==> src/rtl/fft_stream_pkg.sv <==
// fft_stream_pkg
//   Shared types and constants for the FFT result streamer.
//   - stream_state_e  : streamer FSM states (IDLE -> ISSUE -> DRAIN -> IDLE)
//   - FIFO_DEPTH_MARGIN / fifo_depth_legal() : legality of the output buffer
//     depth relative to the BRAM read latency.
package fft_stream_pkg;

  typedef enum logic [1:0] {
    ST_IDLE  = 2'd0,
    ST_ISSUE = 2'd1,
    ST_DRAIN = 2'd2
  } stream_state_e;

  // The buffer must absorb every read in flight (address flop plus BRAM
  // pipeline) plus the word currently presented on the stream.
  localparam int unsigned FIFO_DEPTH_MARGIN = 2;

  function automatic bit fifo_depth_legal(input int unsigned depth,
                                          input int unsigned rd_lat);
    return depth >= rd_lat + FIFO_DEPTH_MARGIN;
  endfunction

endpackage

==> src/rtl/stream_fifo.sv <==
// stream_fifo
//   Synchronous FIFO with occupancy count. Push and pop in the same cycle are
//   both honoured, including when full (the pop frees the slot being written).
// Ports:
//   clk, rst_n         : clock, asynchronous active-low reset
//   push, push_data    : write request and word
//   pop                : read request (ignored when empty)
//   pop_data           : word at the head of the queue (raw storage contents)
//   empty              : no words stored
//   count              : number of words stored, 0..DEPTH
module stream_fifo #(
  parameter int WIDTH = 8,
  parameter int DEPTH = 4
) (
  input  logic                         clk,
  input  logic                         rst_n,
  input  logic                         push,
  input  logic [WIDTH-1:0]             push_data,
  input  logic                         pop,
  output logic [WIDTH-1:0]             pop_data,
  output logic                         empty,
  output logic [$clog2(DEPTH+1)-1:0]   count
);

  localparam int CNT_W = $clog2(DEPTH + 1);
  localparam int AW    = (DEPTH > 1) ? $clog2(DEPTH) : 1;
  localparam logic [AW-1:0] LAST_SLOT = AW'(DEPTH - 1);

  logic [WIDTH-1:0] mem [DEPTH];
  logic [AW-1:0]    wr_ptr;
  logic [AW-1:0]    rd_ptr;
  logic             full;
  logic             do_push;
  logic             do_pop;

  assign empty    = (count == '0);
  assign full     = (count == CNT_W'(DEPTH));
  assign do_pop   = pop && !empty;
  assign do_push  = push && (!full || do_pop);
  assign pop_data = mem[rd_ptr];

  // NOTE: storage has no reset; the pointers and count are reset, so stale
  // contents are never observable and the array can map onto plain RAM.
  always_ff @(posedge clk) begin
    if (do_push) mem[wr_ptr] <= push_data;
  end

  // NOTE: sequential state uses non-blocking assignments so every flop
  // samples pre-edge values regardless of statement order.
  always_ff @(posedge clk or negedge rst_n) begin
    if (!rst_n) begin
      wr_ptr <= '0;
      rd_ptr <= '0;
      count  <= '0;
    end else begin
      if (do_push) wr_ptr <= (wr_ptr == LAST_SLOT) ? '0 : wr_ptr + 1'b1;
      if (do_pop)  rd_ptr <= (rd_ptr == LAST_SLOT) ? '0 : rd_ptr + 1'b1;
      case ({do_push, do_pop})
        2'b10:   count <= count + 1'b1;
        2'b01:   count <= count - 1'b1;
        default: ;
      endcase
    end
  end

endmodule

==> src/rtl/fft_result_streamer.sv <==
// fft_result_streamer
//   Reads the N = 2**LOGN real FFT result words out of the shared FFT BRAM
//   and streams them in index order on a valid/ready interface.
// Ports:
//   clk, rst_n           : clock, asynchronous active-low reset
//   start                : one-cycle request to stream all N words (IDLE only)
//   busy                 : streamer owns the BRAM (cycle after start .. done)
//   done                 : one-cycle pulse when the last word is accepted
//   rns_rd_addr          : registered BRAM read address
//   rns_rd_data          : BRAM read data, BRAM_RD_LAT cycles after address
//   m_data/m_valid/m_ready/m_last : output stream, m_last marks index N-1
module fft_result_streamer
  import fft_stream_pkg::*;
#(
  parameter int LOGN         = 13,
  parameter int FLP_WORDSIZE = 64,
  parameter int BRAM_RD_LAT  = 2,
  parameter int FIFO_DEPTH   = 4
) (
  input  logic                    clk,
  input  logic                    rst_n,
  input  logic                    start,
  output logic                    busy,
  output logic                    done,
  output logic [LOGN-1:0]         rns_rd_addr,
  input  logic [FLP_WORDSIZE-1:0] rns_rd_data,
  output logic [FLP_WORDSIZE-1:0] m_data,
  output logic                    m_valid,
  input  logic                    m_ready,
  output logic                    m_last
);

  localparam logic [LOGN-1:0] LAST_IDX = '1;
  localparam int CNT_W = $clog2(FIFO_DEPTH + 1);
  // Wide enough for FIFO contents plus address flop plus BRAM pipeline.
  localparam int USE_W = $clog2(FIFO_DEPTH + BRAM_RD_LAT + 2);

  if (!fifo_depth_legal(FIFO_DEPTH, BRAM_RD_LAT)) begin : g_illegal_depth
    $error("fft_result_streamer: FIFO_DEPTH must be at least BRAM_RD_LAT+2");
  end

  stream_state_e            state_q, state_d;
  logic [LOGN-1:0]          idx_q, idx_d;
  logic                     issue;
  logic                     pop;
  logic                     credit_ok;
  logic                     rd_vld_q, rd_last_q;
  logic [BRAM_RD_LAT-1:0]   pipe_vld_q, pipe_last_q;
  logic [CNT_W-1:0]         fifo_count;
  logic                     fifo_empty;
  logic [FLP_WORDSIZE:0]    fifo_word;
  logic [USE_W-1:0]         used;

  assign pop = m_valid && m_ready;

  // Reads outstanding (address flop + BRAM pipeline) plus buffered words.
  // A word leaving this cycle frees its slot at the same edge, which keeps
  // one read per cycle flowing with FIFO_DEPTH = BRAM_RD_LAT+2.
  always_comb begin
    used = USE_W'(fifo_count) + USE_W'(rd_vld_q);
    for (int i = 0; i < BRAM_RD_LAT; i++) used = used + USE_W'(pipe_vld_q[i]);
    used = used - USE_W'(pop);
  end

  assign credit_ok = (used < USE_W'(FIFO_DEPTH));

  // NOTE: every signal written here gets a default first, so no path leaves
  // it unassigned and no latch is inferred.
  always_comb begin
    state_d = state_q;
    idx_d   = idx_q;
    issue   = 1'b0;
    done    = 1'b0;
    unique case (state_q)
      // Index 0 is issued on the accepting edge so the first word reaches
      // m_valid BRAM_RD_LAT+2 cycles after start; the buffer is empty here.
      ST_IDLE: if (start) begin
        issue   = 1'b1;
        state_d = (idx_q == LAST_IDX) ? ST_DRAIN : ST_ISSUE;
      end
      ST_ISSUE: if (credit_ok) begin
        issue = 1'b1;
        if (idx_q == LAST_IDX) state_d = ST_DRAIN;
      end
      ST_DRAIN: if (pop && m_last) begin
        done    = 1'b1;
        state_d = ST_IDLE;
      end
      default: state_d = ST_IDLE;
    endcase
    // Wraps to 0 after the last index, leaving IDLE ready for the next run.
    if (issue) idx_d = idx_q + 1'b1;
  end

  always_ff @(posedge clk or negedge rst_n) begin
    if (!rst_n) begin
      state_q     <= ST_IDLE;
      idx_q       <= '0;
      rns_rd_addr <= '0;
      rd_vld_q    <= 1'b0;
      rd_last_q   <= 1'b0;
      pipe_vld_q  <= '0;
      pipe_last_q <= '0;
    end else begin
      state_q   <= state_d;
      idx_q     <= idx_d;
      if (issue) rns_rd_addr <= idx_q;
      rd_vld_q  <= issue;
      rd_last_q <= issue && (idx_q == LAST_IDX);
      // Flags travel alongside the BRAM pipeline and emerge with the data.
      pipe_vld_q[0]  <= rd_vld_q;
      pipe_last_q[0] <= rd_last_q;
      for (int i = 1; i < BRAM_RD_LAT; i++) begin
        pipe_vld_q[i]  <= pipe_vld_q[i-1];
        pipe_last_q[i] <= pipe_last_q[i-1];
      end
    end
  end

  stream_fifo #(
    .WIDTH (FLP_WORDSIZE + 1),
    .DEPTH (FIFO_DEPTH)
  ) u_fifo (
    .clk       (clk),
    .rst_n     (rst_n),
    .push      (pipe_vld_q[BRAM_RD_LAT-1]),
    .push_data ({pipe_last_q[BRAM_RD_LAT-1], rns_rd_data}),
    .pop       (pop),
    .pop_data  (fifo_word),
    .empty     (fifo_empty),
    .count     (fifo_count)
  );

  assign busy    = (state_q != ST_IDLE);
  assign m_valid = !fifo_empty;
  // Gated so the stream reads as zero whenever nothing is presented.
  assign m_data  = m_valid ? fifo_word[FLP_WORDSIZE-1:0] : '0;
  assign m_last  = m_valid && fifo_word[FLP_WORDSIZE];

endmodule

==> config.mk <==
export PLATFORM = sky130hd
export DESIGN_NAME = fft_result_streamer
export DESIGN_NICKNAME = d
export VERILOG_FILES = /design/src/rtl/fft_stream_pkg.sv /design/src/rtl/stream_fifo.sv /design/src/rtl/fft_result_streamer.sv
export SDC_FILE = /design/constraint.sdc
export NUM_CORES = 1
export LEC_CHECK = 0
export BUFFER_PORTS_ARGS = -buffer_cell sky130_fd_sc_hd__clkbuf_2
export CORE_MARGIN = 8
export CORE_UTILIZATION = 56
export DETAILED_ROUTE_END_ITERATION = 8
export MAX_ROUTING_LAYER = met4
export PLACE_DENSITY = 0.73
export SYNTH_ARGS = -nofsm -noshare
export SYNTH_HDL_FRONTEND = slang
export SYNTH_HIERARCHICAL = 1
export SYNTH_SLANG_ARGS = --single-unit
==> constraint.sdc <==
create_clock -name clk -period 4.7 [get_ports clk]
set_input_delay 1.175 -clock clk [delete_from_list [all_inputs] [get_ports clk]]
set_output_delay 1.175 -clock clk [all_outputs]
set_load 0.01 [all_outputs]
==> results.py <==
metrics = {
    "logic_synthesis": {
        "synthSimpleGateAreaFrac_pct": 5.724,
        "largest_family_of_logic_cells_by_synthesized_area": "multiplexers",
        "muxShareOfSynthArea_pct": 14.15,
        "synth-warning-count": 6,
        "post-synth-top-area-cell": "sky130_fd_sc_hd__edfxtp_1",
        "synth_top_flop_cell": "sky130_fd_sc_hd__edfxtp_1",
        "post_synth_instance_area_mm2": 0.01183,
        "synth_seq_area_share_pct": 74.70,
        "synth_seq_cells": 301,
        "synthTopCellsByArea": "sky130_fd_sc_hd__edfxtp_1, sky130_fd_sc_hd__mux4_2, sky130_fd_sc_hd__dfrtp_1, sky130_fd_sc_hd__nor2b_1, sky130_fd_sc_hd__mux2_2",
        "post_synth_num_cell_types": 44,
        "synth_commonest_cells": "sky130_fd_sc_hd__edfxtp_1, sky130_fd_sc_hd__nor2b_1, sky130_fd_sc_hd__mux4_2",
        "synth_xor_area_share_pct": 1.301,
        "synth-adder-area-share_pct": 1.291,
        "synth_compound_area_share_pct": 1.069,
        "synth_nets": 665,
        "netlist.area_leader.share_pct": 66.02,
        "average_footprint_of_a_synthesized_cell_um2": 20.18,
        "synth-edff-count": 260,
        "most_repeated_cell_in_the_gate_level_netlist_after_synthesis": "sky130_fd_sc_hd__edfxtp_1",
        "synthesis.instances": 586,
        "async_reset_ff_share_pct": 13.62,
    },
    "clock_tree": {
        "cts_max_level": 1,
        "clkLatencyLatePin_ps": 530,
        "cts.repair.resized": 0,
        "cts_buf_count": 29,
        "clkSlewWorstSetupHoldPaths_ps": 60,
        "clock_tree.buffer_depth": 3,
        "cts_root_buffer": "sky130_fd_sc_hd__clkbuf_16",
        "clock_sinks": 301,
        "cts_tree": "yes",
        "cts_setup_buffers": 0,
        "holdBufCountCts": 0,
    },
    "routing": {
        "detailroute.via_count": 5822,
        "drt-pass1-iter-count": 4,
        "ant_nets": 0,
        "via_per_inst": 5.593,
        "number_of_drc_violations_after_detailed_routing": 0,
        "wire_per_inst_um": 21.15,
        "initialDrtViolationCount": 329,
        "wirelength_um": 22020,
    },
    "finish": {
        "final_layout_size_suffix_gt1_share_pct": 38.09,
        "areaGrowthSynthToFinish_pct": 16.76,
        "fin_util_pct": 66.10,
        "fin_nets": 821,
    },
    "global_routing": {
        "global_route.usage.total_pct": 17.61,
        "first_global_vias": 6417,
        "wire_length_of_the_first_global_routing_pass_um": 34860,
        "maximum_number_of_pins_on_one_net_before_global_route_repair": 67,
        "globalRouteOverflowTotal": 0,
        "antenna_found_initial": 2,
    },
    "timing": {
        "timing.clock.skew_ps": 8.167,
        "worst_pin_slew_ps": 1027,
        "totalNegativeSetupSlack_ps": 0,
        "post_route_fraction_of_the_period_consumed_by_the_critical_path_pct": 79.94,
        "finalMaxSlewViolations": 0,
        "max_clock_freq_mhz": 266.1,
        "final-setup-viol-count": 0,
        "hold_viol": 0,
        "max_slew_headroom_pct": 31.52,
        "final_worst_path_period_need_ps": 3757,
        "setup_repair_after_global_routing_missed_its_margin": "false",
    },
    "critical_path": {
        "crit_path_start_kind": "register",
        "critical_path.reg2reg.endpoint": "rns_rd_addr[2]",
        "critPathArrivalTime_ps": 2580,
        "r2r_startpoint": "u_fifo/count[0]",
        "crit_chain": "buf_4, mux4_2, nor2b_1, clkbuf_2",
        "setup.worst_path.end_class": "output port",
        "worst_ep_required_time_ps": 3520,
        "reg2reg_depth": 13,
        "timing.critical_path.buf_inv": 2,
        "r2r_setup_slack_ps": 980,
        "worst_path_largest_cell_delay_ps": 850,
        "critical_path_peak_fanout": 33,
        "worst_path_max_delay_cell": "sky130_fd_sc_hd__dfrtp_4",
        "worst-setup-path-type": "reg -> out",
        "worst_path_dominant_cell_family": "flip-flops",
    },
    "worst_hold_path": {
        "worst_hold_path.endpoint": "pipe_last_q[1]",
        "holdCritPathClass": "reg -> reg",
        "whs_path_depth": 0,
        "timing.hold.worst.start": "pipe_last_q[0]",
    },
    "floorplanning": {
        "dieArea_mm2": 0.02602,
        "initial_utilization_pct": 56.61,
        "die-height_um": 161.3,
        "top_level_i_o_count": 149,
        "core_region_area_mm2": 0.02089,
        "num_rows": 53,
        "die-width_um": 161.3,
    },
    "placement": {
        "dp_hpwl_um": 13130,
        "finalWeightedCongestion": 0.7528,
        "placement.io_buffers": 148,
    },
    "pwr": {
        "vdd.ir_drop.worst_mv": 0.9702,
        "post-layout-total-power_mw": 9.839,
        "leakagePower_nw": 5.068,
        "cellPowerDensity_mw_per_mm2": 712.6,
    },
    "job": {
        "cap_viol_max_count": 0,
    },
    "outcome": {
        "run_status": "finished clean",
    },
}
[metrics by stage]
step	cells	hold slack [ps]	setup slack [ps]	area, um2
floorplan	586	331.2	1104	11830
global placement	986	333.1	789.8	12830
detailed placement	986	337.1	618.4	12830
CTS	1039	349.9	823.6	13800
global route	1041	350.1	717.4	13810
finish	1041	349.1	942.7	13810
[worst max-delay path by stage]
stage                           from             end  slack, ps  cells after the start
global placement             m_ready        idx_q[1]        790                     12
CTS                 u_fifo/rd_ptr[0]      m_data[15]        820                      4
global route        u_fifo/rd_ptr[0]      m_data[15]        720                      4
floorplan                    m_ready        idx_q[1]       1100                     10
finish              u_fifo/rd_ptr[0]      m_data[55]        940                      4
detailed placement           m_ready  rns_rd_addr[2]        620                     12
[registers in the layout, summed over array words and instances (netlist names)]
| signal | cells |
|---|---|
| state_q | 2 |
| rd_last_q | 1 |
| rd_vld_q | 1 |
| idx_q | 13 |
| u_fifo/wr_ptr | 2 |
| pipe_vld_q | 2 |
| rns_rd_addr | 13 |
| u_fifo/mem | 260 |
| u_fifo/count | 3 |
| u_fifo/rd_ptr | 2 |
| pipe_last_q | 2 |
[routing by layer]
layer / share of wire, % / vias to the layer above / routed length, um / track usage [%]
met5: 0 / - / 0 / -
met4: 1.9 / 0 / 421 / 4.377
met3: 6.4 / 33 / 1401 / 3.792
met2: 53 / 184 / 11570 / 30.42
met1: 39 / 2995 / 8624 / 20.89
li1: - / 2610 / - / -
[power breakdown]
group | internal (mW) | switching, mW
Sequential | 3.67 | 0.426
Combinational | 1.64 | 1.79
Clock | 1.40 | 0.910
Total | 6.71 | 3.13
[layout make-up]
class,count,area [um2]
fillers,1413,7082
well taps,275,344.1
clock inverters,15,177.7
multi-input cells,241,2795
diodes,2,5.005
flip-flops and latches,301,8841
repair buffers,154,798.3
clock buffers,38,789.5
inverters,15,56.30
[cells in the final DEF (no fill, tap or decap), types with 2 or more instances in the layout]
cell	count
sky130_fd_sc_hd__a21oi_1	2
sky130_fd_sc_hd__a221oi_1	2
sky130_fd_sc_hd__and2_4	4
sky130_fd_sc_hd__buf_4	5
sky130_fd_sc_hd__bufinv_16	4
sky130_fd_sc_hd__clkbuf_1	6
sky130_fd_sc_hd__clkbuf_16	29
sky130_fd_sc_hd__clkbuf_2	148
sky130_fd_sc_hd__clkbuf_8	3
sky130_fd_sc_hd__clkinv_1	5
sky130_fd_sc_hd__clkinv_2	4
sky130_fd_sc_hd__dfrtp_1	39
sky130_fd_sc_hd__dfrtp_4	2
sky130_fd_sc_hd__diode_2	2
sky130_fd_sc_hd__edfxtp_1	260
sky130_fd_sc_hd__fa_1	2
sky130_fd_sc_hd__ha_1	9
sky130_fd_sc_hd__inv_1	14
sky130_fd_sc_hd__mux2_2	15
sky130_fd_sc_hd__mux2_4	2
sky130_fd_sc_hd__mux4_2	65
sky130_fd_sc_hd__nand2_1	7
sky130_fd_sc_hd__nand3_1	7
sky130_fd_sc_hd__nand3b_1	2
sky130_fd_sc_hd__nor2_1	12
sky130_fd_sc_hd__nor2b_1	67
sky130_fd_sc_hd__nor3_1	2
sky130_fd_sc_hd__nor3b_1	2
sky130_fd_sc_hd__nor4_1	3
sky130_fd_sc_hd__o21ai_0	5
sky130_fd_sc_hd__or2_2	2
sky130_fd_sc_hd__xnor2_1	4
sky130_fd_sc_hd__xor2_1	11
[cells by family (layout without fill, tap and decap cells)]
logic type                 Yosys count  after routing
adders and majority gates           11             11
xor gates and xnor gates            16             16
other                                0              2
buffers and inverters               44            222
and+or+nand+nor                    115            115
muxes                               83             83
AOI/OAI and AO/OA                   16             16
DFF                                301            301
[worst reg2reg max path: stages, from the launching register on]
cell	delay, ps
sky130_fd_sc_hd__dfrtp_1	450
sky130_fd_sc_hd__or2_1	380
sky130_fd_sc_hd__nor2_4	130
sky130_fd_sc_hd__nor2b_1	50
sky130_fd_sc_hd__buf_4	160
sky130_fd_sc_hd__ha_1	280
sky130_fd_sc_hd__inv_1	40
sky130_fd_sc_hd__fa_1	370
sky130_fd_sc_hd__ha_1	290
sky130_fd_sc_hd__a31oi_1	320
sky130_fd_sc_hd__nor3b_1	130
sky130_fd_sc_hd__a221oi_2	250
sky130_fd_sc_hd__buf_4	360
sky130_fd_sc_hd__mux2_2	390
Note: power is estimated with default switching activity, not from simulation.
